<file path="config.mk">
export PLATFORM = sky130hd
export DESIGN_NAME = pong_game_ctrl_flat
export DESIGN_NICKNAME = d
export VERILOG_FILES = /design/src/rtl/pong_game_ctrl_if.sv /design/src/rtl/pong_game_ctrl.sv /design/src/flat_wrapper.sv
export SDC_FILE = /design/constraint.sdc
export NUM_CORES = 1
export LEC_CHECK = 0
export CAP_MARGIN = 20
export CORE_ASPECT_RATIO = 1.75
export CORE_MARGIN = 3
export CORE_UTILIZATION = 45
export CTS_CLUSTER_DIAMETER = 120
export CTS_CLUSTER_SIZE = 12
export DETAILED_ROUTE_END_ITERATION = 10
export PLACE_DENSITY_LB_ADDON = 0.12
export SLEW_MARGIN = 20
export SYNTH_ARGS = -nofsm -noshare
export SYNTH_HDL_FRONTEND = slang
export SYNTH_SLANG_ARGS = --single-unit
</file>
<file path="constraint.sdc">
create_clock -name clk -period 4.29 [get_ports clk]
set_input_delay 1.0725 -clock clk [delete_from_list [all_inputs] [get_ports clk]]
set_output_delay 1.0725 -clock clk [all_outputs]
set_load 0.01 [all_outputs]
</file>
<file path="src/rtl/pong_game_ctrl_if.sv">
// Signal bundle between the pong game controller and its video/ball datapath.
// The slave side is the controller; the master side is the datapath/environment.
interface pong_game_ctrl_if;
    logic       vsync;
    logic       start;
    logic [9:0] ball_x;
    logic       ball_reset;
    logic       ball_run;
    logic       serve_left;
    logic [3:0] score1;
    logic [3:0] score2;
    logic       game_over;
    logic       winner;

    modport master (
        output vsync, start, ball_x,
        input  ball_reset, ball_run, serve_left, score1, score2, game_over, winner
    );

    modport slave (
        input  vsync, start, ball_x,
        output ball_reset, ball_run, serve_left, score1, score2, game_over, winner
    );
endinterface

</file>
<file path="src/rtl/pong_game_ctrl.sv">
// Pong game sequencing: serve countdown in frames, goal detection on frame ticks,
// score keeping with saturation and game-over detection. All outputs registered.
module pong_game_ctrl #(
    parameter int WIN_SCORE    = 7,
    parameter int SERVE_FRAMES = 60,
    parameter int LEFT_GOAL    = 20,
    parameter int RIGHT_GOAL   = 619
) (
    input  logic             clk,
    input  logic             reset,
    pong_game_ctrl_if.slave  bus
);

    localparam logic [3:0] WIN_SCORE_C    = 4'(WIN_SCORE);
    localparam logic [7:0] SERVE_FRAMES_C = 8'(SERVE_FRAMES);
    localparam logic [9:0] LEFT_GOAL_C    = 10'(LEFT_GOAL);
    localparam logic [9:0] RIGHT_GOAL_C   = 10'(RIGHT_GOAL);

    typedef enum logic [2:0] {
        ST_IDLE  = 3'd0,
        ST_SERVE = 3'd1,
        ST_PLAY  = 3'd2,
        ST_POINT = 3'd3,
        ST_OVER  = 3'd4
    } state_t;

    state_t     state_r, state_s;
    logic [7:0] frame_cnt_r, frame_cnt_s;
    logic [3:0] score1_r, score1_s;
    logic [3:0] score2_r, score2_s;
    logic       serve_left_r, serve_left_s;
    logic       winner_r, winner_s;
    logic       p2_scored_r, p2_scored_s;
    logic       ball_reset_r, ball_reset_s;
    logic       ball_run_r;
    logic       game_over_r;
    logic       vsync_r, vsync_q_r;
    logic       start_r, start_q_r;
    logic       frame_tick_s;
    logic       start_edge_s;
    logic [3:0] point_score_s;

    function automatic logic [3:0] sat_inc(input logic [3:0] v);
        if (v >= WIN_SCORE_C) begin
            sat_inc = v;
        end else begin
            sat_inc = v + 4'd1;
        end
    endfunction

    assign frame_tick_s  = vsync_q_r & ~vsync_r;
    assign start_edge_s  = start_r & ~start_q_r;
    assign point_score_s = p2_scored_r ? score2_r : score1_r;

    // Next-state and next-register computation for the game FSM.
    always_comb begin
        state_s      = state_r;
        frame_cnt_s  = frame_cnt_r;
        score1_s     = score1_r;
        score2_s     = score2_r;
        serve_left_s = serve_left_r;
        winner_s     = winner_r;
        p2_scored_s  = p2_scored_r;
        ball_reset_s = 1'b0;
        case (state_r)
            ST_IDLE: begin
                if (start_edge_s) begin
                    state_s     = ST_SERVE;
                    score1_s    = 4'd0;
                    score2_s    = 4'd0;
                    frame_cnt_s = SERVE_FRAMES_C;
                end else begin
                    state_s = ST_IDLE;
                end
            end
            ST_SERVE: begin
                if (frame_tick_s) begin
                    if (frame_cnt_r <= 8'd1) begin
                        frame_cnt_s  = 8'd0;
                        ball_reset_s = 1'b1;
                        state_s      = ST_PLAY;
                    end else begin
                        frame_cnt_s = frame_cnt_r - 8'd1;
                    end
                end else begin
                    state_s = ST_SERVE;
                end
            end
            ST_PLAY: begin
                // ball_x is only trusted at frame ticks, when the datapath has settled
                if (frame_tick_s && (bus.ball_x <= LEFT_GOAL_C)) begin
                    score2_s     = sat_inc(score2_r);
                    serve_left_s = 1'b1;
                    p2_scored_s  = 1'b1;
                    state_s      = ST_POINT;
                end else if (frame_tick_s && (bus.ball_x >= RIGHT_GOAL_C)) begin
                    score1_s     = sat_inc(score1_r);
                    serve_left_s = 1'b0;
                    p2_scored_s  = 1'b0;
                    state_s      = ST_POINT;
                end else begin
                    state_s = ST_PLAY;
                end
            end
            ST_POINT: begin
                if (point_score_s == WIN_SCORE_C) begin
                    state_s  = ST_OVER;
                    winner_s = p2_scored_r;
                end else begin
                    state_s     = ST_SERVE;
                    frame_cnt_s = SERVE_FRAMES_C;
                end
            end
            ST_OVER: begin
                if (start_edge_s) begin
                    state_s      = ST_SERVE;
                    score1_s     = 4'd0;
                    score2_s     = 4'd0;
                    serve_left_s = 1'b0;
                    winner_s     = 1'b0;
                    frame_cnt_s  = SERVE_FRAMES_C;
                end else begin
                    state_s = ST_OVER;
                end
            end
            default: begin
                state_s = ST_IDLE;
            end
        endcase
    end

    // State, counters, scores, input edge detectors and registered outputs.
    always_ff @(posedge clk or posedge reset) begin
        if (reset) begin
            state_r      <= ST_IDLE;
            frame_cnt_r  <= 8'd0;
            score1_r     <= 4'd0;
            score2_r     <= 4'd0;
            serve_left_r <= 1'b0;
            winner_r     <= 1'b0;
            p2_scored_r  <= 1'b0;
            ball_reset_r <= 1'b0;
            ball_run_r   <= 1'b0;
            game_over_r  <= 1'b0;
            vsync_r      <= 1'b0;
            vsync_q_r    <= 1'b0;
            start_r      <= 1'b0;
            start_q_r    <= 1'b0;
        end else begin
            state_r      <= state_s;
            frame_cnt_r  <= frame_cnt_s;
            score1_r     <= score1_s;
            score2_r     <= score2_s;
            serve_left_r <= serve_left_s;
            winner_r     <= winner_s;
            p2_scored_r  <= p2_scored_s;
            ball_reset_r <= ball_reset_s;
            ball_run_r   <= (state_s == ST_PLAY);
            game_over_r  <= (state_s == ST_OVER);
            vsync_r      <= bus.vsync;
            vsync_q_r    <= vsync_r;
            start_r      <= bus.start;
            start_q_r    <= start_r;
        end
    end

    assign bus.ball_reset = ball_reset_r;
    assign bus.ball_run   = ball_run_r;
    assign bus.serve_left = serve_left_r;
    assign bus.score1     = score1_r;
    assign bus.score2     = score2_r;
    assign bus.game_over  = game_over_r;
    assign bus.winner     = winner_r;

endmodule

</file>
<file path="src/flat_wrapper.sv">
// flat-port wrapper written by rule: the top's interface ports become plain ports
module pong_game_ctrl_flat 
#(
    parameter int WIN_SCORE    = 7,
    parameter int SERVE_FRAMES = 60,
    parameter int LEFT_GOAL    = 20,
    parameter int RIGHT_GOAL   = 619
)
  (clk, reset, bus_vsync, bus_start, bus_ball_x, bus_ball_reset, bus_ball_run, bus_serve_left, bus_score1, bus_score2, bus_game_over, bus_winner);
  pong_game_ctrl_if bus_i ();
  input  logic clk;
  input  logic reset;
  input wire logic [$bits(bus_i.vsync)-1:0] bus_vsync;
  input wire logic [$bits(bus_i.start)-1:0] bus_start;
  input wire logic [$bits(bus_i.ball_x)-1:0] bus_ball_x;
  output wire logic [$bits(bus_i.ball_reset)-1:0] bus_ball_reset;
  output wire logic [$bits(bus_i.ball_run)-1:0] bus_ball_run;
  output wire logic [$bits(bus_i.serve_left)-1:0] bus_serve_left;
  output wire logic [$bits(bus_i.score1)-1:0] bus_score1;
  output wire logic [$bits(bus_i.score2)-1:0] bus_score2;
  output wire logic [$bits(bus_i.game_over)-1:0] bus_game_over;
  output wire logic [$bits(bus_i.winner)-1:0] bus_winner;
  assign bus_i.vsync = bus_vsync;
  assign bus_i.start = bus_start;
  assign bus_i.ball_x = bus_ball_x;
  assign bus_ball_reset = bus_i.ball_reset;
  assign bus_ball_run = bus_i.ball_run;
  assign bus_serve_left = bus_i.serve_left;
  assign bus_score1 = bus_i.score1;
  assign bus_score2 = bus_i.score2;
  assign bus_game_over = bus_i.game_over;
  assign bus_winner = bus_i.winner;
  pong_game_ctrl #(.WIN_SCORE(WIN_SCORE), .SERVE_FRAMES(SERVE_FRAMES), .LEFT_GOAL(LEFT_GOAL), .RIGHT_GOAL(RIGHT_GOAL)) u_core (.clk(clk), .reset(reset), .bus(bus_i));
endmodule
</file>
==> impl_metrics.env <==
export IMPL_cts_buffers=5
export IMPL_met1_length_microns=1222
export IMPL_synth_seq_area_share=0.4940
export IMPL_critPathLaunchType="input port"
export IMPL_rr_worst_depth=5
export IMPL_fmax_mhz=412.3
export IMPL_yosysMostFrequentCell="dfrtp_1"
export IMPL_overflow=0
export IMPL_ctsHoldBuffers=0
export IMPL_critPathKind="in2reg"
export IMPL_antenna_cells=0
export IMPL_die_h_microns=81.58
export IMPL_cts_tree="built"
export IMPL_synthTopCellsByArea="dfrtp_1, o21ai_0, nand2_1"
export IMPL_avgSynthCellArea_sq_um=9.793
export IMPL_dp_hpwl_microns=2487
export IMPL_p_per_area_nw_per_um2=488.5
export IMPL_viasPerCell=5.556
export IMPL_maxSlewHeadroom=0.4491
export IMPL_r2r_start="u_core.bus.score1[0]"
export IMPL_io_buffers=26
export IMPL_num_vias=1239
export IMPL_dr_wl_met3_microns=101
export IMPL_fp_row_count=26
export IMPL_ys_seq_elements=29
export IMPL_crit_chain="clkdlybuf4s50_1, o21a_1, o21ai_0, nand4_2, a211o_1, mux2i_1"
export IMPL_detail_route_wl_per_cell_microns=14.66
export IMPL_place_inst=215
export IMPL_fin_cells=223
export IMPL_ant_nets=0
export IMPL_r2r_slack_ps=2340
export IMPL_crit_family="compound AO/OA/AOI/OAI gates"
export IMPL_seqPwrFrac=0.445
export IMPL_place_gp_congestion=0.7817
export IMPL_clockRootBuffer="clkbuf_8"
export IMPL_ios=27
export IMPL_drv_cap=0
export IMPL_clk_pin_slew_ps=60
export IMPL_ctsResizeCount=0
export IMPL_synth_edf_count=0
export IMPL_initial_core_util=0.4855
export IMPL_slowest_stage="clkdlybuf4s50_1"
export IMPL_die_w_microns=49.19
export IMPL_htreeDepth=2
export IMPL_grt_max_degree=30
export IMPL_netlist_area_leader_share=0.4940
export IMPL_coreArea_sq_um=3025
export IMPL_power_frac_clock=0.270
export IMPL_slew_viol_final=0
export IMPL_synth_ff_type="dfrtp_1"
export IMPL_arrival_ps=2590
export IMPL_synth_area_leader_cell="dfrtp_1"
export IMPL_status="finished clean"
export IMPL_final_period_utilization=0.5653
export IMPL_nets=198
export IMPL_antenna_found_initial=0
export IMPL_drt_iter0_drc=27
export IMPL_holdCritPathClass="reg2reg"
export IMPL_slowest_delay_ps=430
export IMPL_synthCells=150
export IMPL_drive_gt1_frac=0.08840
export IMPL_combPwrFrac=0.285
export IMPL_syn_nets=168
export IMPL_ys_warn_count=0
export IMPL_p_leak_nw=0.8011
export IMPL_rsz0062_at_grt="no"
export IMPL_clock_sinks=29
export IMPL_cp_depth=6
export IMPL_final_core_util=0.6179
export IMPL_postCtsSetupRepairBufs=0
export IMPL_track_usage=0.1797
export IMPL_power_share_switching=0.3355
export IMPL_end_kind="register"
export IMPL_yosysUniqueCellTypes=38
export IMPL_n_fill_cell=265
export IMPL_route_met2_wl_microns=1863
export IMPL_clk_path_buf_depth=2
export IMPL_grt_pass1_vias=1293
export IMPL_fin_crit_ps=2425
export IMPL_wirelength_microns=3269
export IMPL_finalSetupTns_ps=0
export IMPL_timing_rr_end="u_core.frame_cnt_r[7]"
export IMPL_clock_latency_ps=280
export IMPL_worstSetupStartpoint="bus_ball_x[1]"
export IMPL_top_layer_used="met4"
export IMPL_worst_slew_pin_slew_ps=826.4
export IMPL_die_area_sq_um=4013
export IMPL_area_growth_pct=27.26
export IMPL_total_power_uw=913.1
export IMPL_async_flop_share=1.000
export IMPL_crit_buf_inv=1
export IMPL_cp_endpoint="u_core.bus.score2[0]"
export IMPL_first_pass_iters=4
export IMPL_skew_ps=7.650
export IMPL_grt_pass1_wl_microns=5464
export IMPL_syn_area_sq_um=1469
export IMPL_p_sw_uw=306.4
export IMPL_internal_power_uw=606.7
export IMPL_worstPathMaxFanout=6
export IMPL_ir_worst_vdd_mv=0.3696
export IMPL_final_setup_viol_count=0
export IMPL_required_ps=4450
export IMPL_final_hold_viol_count=0
export IMPL_post_route_drc_count=0
export IMPL_synth_commonest_cells="dfrtp_1, o21ai_0, nand2_1"
placed cells by master, fill, tap and decap left out, types with 2 or more instances in the layout:
master / n
a31oi_1: 3
o21ai_0: 19
mux2i_1: 4
nor2b_1: 4
nand3b_1: 2
nand2_1: 15
o31ai_1: 3
a21oi_1: 2
nor3b_1: 4
o41ai_1: 3
nor2_1: 11
inv_1: 5
dfrtp_1: 29
clkbuf_8: 7
o21a_1: 5
nand3_1: 4
nand2b_1: 4
clkdlybuf4s50_1: 26
nor4_1: 2
ha_1: 4
nor3_1: 6
how the worst min path moves through the flow:
stage,startpoint,to,cells past startpoint
2_1_floorplan,u_core.vsync_r,u_core.vsync_q_r,0
3_3_place_gp,u_core.start_r,u_core.start_q_r,0
3_5_place_dp,u_core.start_r,u_core.start_q_r,0
4_1_cts,u_core.start_r,u_core.start_q_r,0
5_1_grt,u_core.start_r,u_core.start_q_r,0
6_report,u_core.start_r,u_core.start_q_r,0
metal layers:
| layer | global-route usage | up-vias |
|---|---|---|
| li1 | - | 604 |
| met1 | 0.1665 | 606 |
| met2 | 0.3495 | 21 |
| met3 | 0.04356 | 8 |
| met4 | 0.1026 | 0 |
| met5 | 0 | - |
power groups by stage:
stage / Combinational, mW / Clock [mW] / Sequential (mW)
6_report: 0.260 / 0.247 / 0.407
5_1_grt: 0.295 / 0.264 / 0.421
4_1_cts: 0.263 / 0.252 / 0.408
3_5_place_dp: 0.261 / 0 / 0.412
3_3_place_gp: 0.251 / 0 / 0.409
2_1_floorplan: 0.161 / 0 / 0.401
sequential cells by signal, summed over array words and instances, names as in the netlist, 3 cells and up:
name,cells
u_core.state_r,3
u_core.bus.score2,4
u_core.bus.score1,4
u_core.frame_cnt_r,8
logic make-up (layout without fill, tap and decap cells):
| group | count (synthesis) | after routing | synth area share |
|---|---|---|---|
| adders and majority gates | 4 | 4 | 0.03407 |
| buffers and inverters | 9 | 40 | 0.02470 |
| and+or+nand+nor | 61 | 61 | 0.2274 |
| AOI/OAI and AO/OA | 42 | 42 | 0.1823 |
| DFF | 29 | 29 | 0.4940 |
| muxes | 5 | 5 | 0.03748 |
through the flow:
step	worst slack, ps	instance area [sq um]	hold WS [ps]
global route	1792	1869	418.1
detailed placement	1554	1768	385.7
CTS	1854	1869	391.8
global placement	1604	1768	379.1
floorplan	2143	1469	366.4
finish	1865	1869	387.1
cell type report:
cell class	count	area [sq um]	area share
Tap cell	42	52.55	0.02811
Multi-Input combinational cell	112	706.9	0.3782
Inverter	6	22.52	0.01205
Sequential cell	29	725.7	0.3882
Clock inverter	1	5.005	0.002677
Timing Repair Buffer	26	260.3	0.1392
Clock buffer	7	96.34	0.05154
No activity file was read; power rests on OpenSTA's default activity.
==> variant (config.mk and constraints unchanged) <==
The 5 states of `state_t` get a Gray code encoding in 3 bits.
--- a/src/rtl/pong_game_ctrl.sv
+++ b/src/rtl/pong_game_ctrl.sv
@@ -17,11 +17,11 @@
     localparam logic [9:0] RIGHT_GOAL_C   = 10'(RIGHT_GOAL);
 
     typedef enum logic [2:0] {
-        ST_IDLE  = 3'd0,
-        ST_SERVE = 3'd1,
-        ST_PLAY  = 3'd2,
-        ST_POINT = 3'd3,
-        ST_OVER  = 3'd4
+        ST_IDLE  = 3'b000,
+        ST_SERVE = 3'b001,
+        ST_PLAY  = 3'b011,
+        ST_POINT = 3'b010,
+        ST_OVER  = 3'b110
     } state_t;
 
     state_t     state_r, state_s;
Function: no difference found for any inputs over 10 cycles, from zero or initial values and one cycle with reset high; not proved beyond that.
==> variant against the unedited design <==
Worst hold slack worse by 0.016 ns. First-iteration DRC count shrank 22%. Wire length up 8.7%. Via count is 7.7% higher. Global-route usage rose by 1.1 points. Setup slack got worse by 0.17 ns. Critical endpoint unchanged. Design area up 3.4%. Combinational power fell by 7%. Critical path type unchanged. Sequential cell count stayed put. Critical path depth is the same. Total power fell by 9.0%. Highest routed layer unchanged. Synthesized area is 6.0% higher.
==> variant: results (changes against the unedited design) <==
| Metric | Value |
|---|---|
| Post-CTS sizing | 0 (unchanged) |
| Worst reg2reg setup slack | 2.26 ns (-0.08 ns) |
| Hold Path Class | flop to flop |
| GRT met1 Usage | 18.6% (+2.0 points) |
| Met2 WL | 2030 um (+8.7%) |
| Slowest stage cell, crit path | clkdlybuf4s50_1 |
| Postcts setup bufs | 0 (unchanged) |
| Worst hold margin | 0.371 ns (-0.0159 ns) |
| Layout cell share with drive strength beyond 1 | 10.5% (+1.6 points) |
| Diodes inserted | 0 (unchanged) |
| Worst Clk Skew | 0.00381 ns (-0.00384 ns) |
| Leakage | 0.000836 uW (+4.4%) |
| Pin count of the biggest net entering global routing | 30 (unchanged) |
| Clk root buf | clkbuf_8 |
| DRT iter0 DRCs | 21 (-22%) |
| Htree depth | 2 (unchanged) |
| Status | complete, no violations |
| Top cells by area, synth | dfrtp_1 (47%), o21ai_0 (5.5%), nor2_1 (3.6%) |
| WL met3 | 120 um (+19%) |
| Routed len/inst | 15.2 um (+3.6%) |
| IO Port Bufs | 26 (unchanged) |
| Routed vias | 1335 (+7.7%) |
| Final GP Congestion | 0.763 (-2.4%) |
| First-pass GRT wire length | 6100 um (+12%) |
| Top Layer Used | met4 |
| Detailed-router iteration count before antenna repair | 4 (unchanged) |
| Worst-Margin Slew | 0.587 ns (-0.239 ns) |
| TNS Setup | 0 ns (unchanged) |
| Crit path DAT | 2.76 ns (+0.17 ns) |
| Placed Cells | 226 (+5.1%) |
| Number of antenna violations at the first check in global routing | 0 (unchanged) |
| FFs w/ async S/R, synth | 100% (unchanged) |
| Max Fanout on Critical Path | 5 (-1) |
| Most frequent cells after synthesis | dfrtp_1 (29), o21ai_0 (17), nor2_1 (15) |
| Placed inst area | 1850 sq um (+4.7%) |
| Post-Syn Instances | 160 (+6.7%) |
| Final layout net count | 208 (+5.1%) |
| Max reg flops | 8 (unchanged) |
| CTS buffer count | 5 (unchanged) |
| Metal-1 WL | 1330 um (+8.5%) |
| Drt total wl | 3550 um (+8.7%) |
| GRT met2 Usage | 35.1% (+0.17 points) |
| GRT Util Overall | 19.1% (+1.1 points) |
| CP peak stage delay | 0.41 ns (-0.02 ns) |
| Syn nets | 178 (+6.0%) |
| Peak Freq | 0.385 GHz (-6.7%) |
| Slew Limit Fails | 0 (unchanged) |
| Hpwl dp | 2790 um (+12%) |
| Placement-stage worst setup slack | 1.39 ns (-0.167 ns) |
| Peak supply drop | 0.000314 V (-15%) |
| Vias in the first global route | 1363 (+5.4%) |
| Synth unique cells | 43 (+13%) |
| Register area share after synthesis | 46.6% (-2.8 points) |
| Met3 GRT Util | 5.37% (+1.0 points) |
| Critical path's top delay family | simple AND/OR/NAND/NOR gates |
| Clock-pin slew on the worst setup and hold paths | 0.06 ns (about the same) |
==> variant: cell types whose count changed in the layout (fill, tap and decap cells not counted), moves of 3 or more <==
| cell | delta |
|---|---|
| nand2_1 | -6 |
| o21a_1 | -3 |
| a21oi_1 | +9 |
| or2_2 | +3 |
| mux2i_1 | -4 |
| nor2_1 | +4 |
| nand3_1 | +3 |
| nor3b_1 | -3 |
==> variant: final cells by class <==
cell class | instances | area (sq um)
clock inverter | 2 | 10.0
timing repair buffer | 26 | 260
fill | 317 | 1310
sequential | 29 | 726
clock buffer | 6 | 72.6
tap | 43 | 53.8
multi-input combinational | 120 | 781
inverter | 8 | 30.0
==> variant: cell families after synthesis <==
| kind of cell | after synthesis | synth area share [%] |
|---|---|---|
| adder cells (fa/ha/maj) | 4 | 3.21 |
| AO/OA/AOI/OAI | 50 | 21.9 |
| flip-flops | 29 | 46.6 |
| multiplexers | 1 | 0.723 |
| XOR/XNOR | 1 | 1.04 |
| AND/OR/NAND/NOR | 64 | 23.2 |
| buffers and inverters | 11 | 3.29 |
==> variant: power by group <==
part	internal (uW)	leakage, uW	switching (uW)	total, uW
Clock	112	0.0000450	101	213
Sequential	324	0.000375	51.6	375
Combinational	108	0.000416	134	242
Total	543	0.000836	287	831
==> variant: path summary, 6_finish.rpt <==
check,endpoint,cells past startpoint,startpoint
max,u_core.bus.score2[0],6,bus_ball_x[8]
min,u_core.start_q_r,0,u_core.start_r
max reg2reg,u_core.frame_cnt_r[6],5,u_core.vsync_r
min reg2reg,u_core.start_q_r,0,u_core.start_r
max in group asynchronous,u_core.bus.winner,2,reset
min in group asynchronous,u_core.bus.score1[2],2,reset
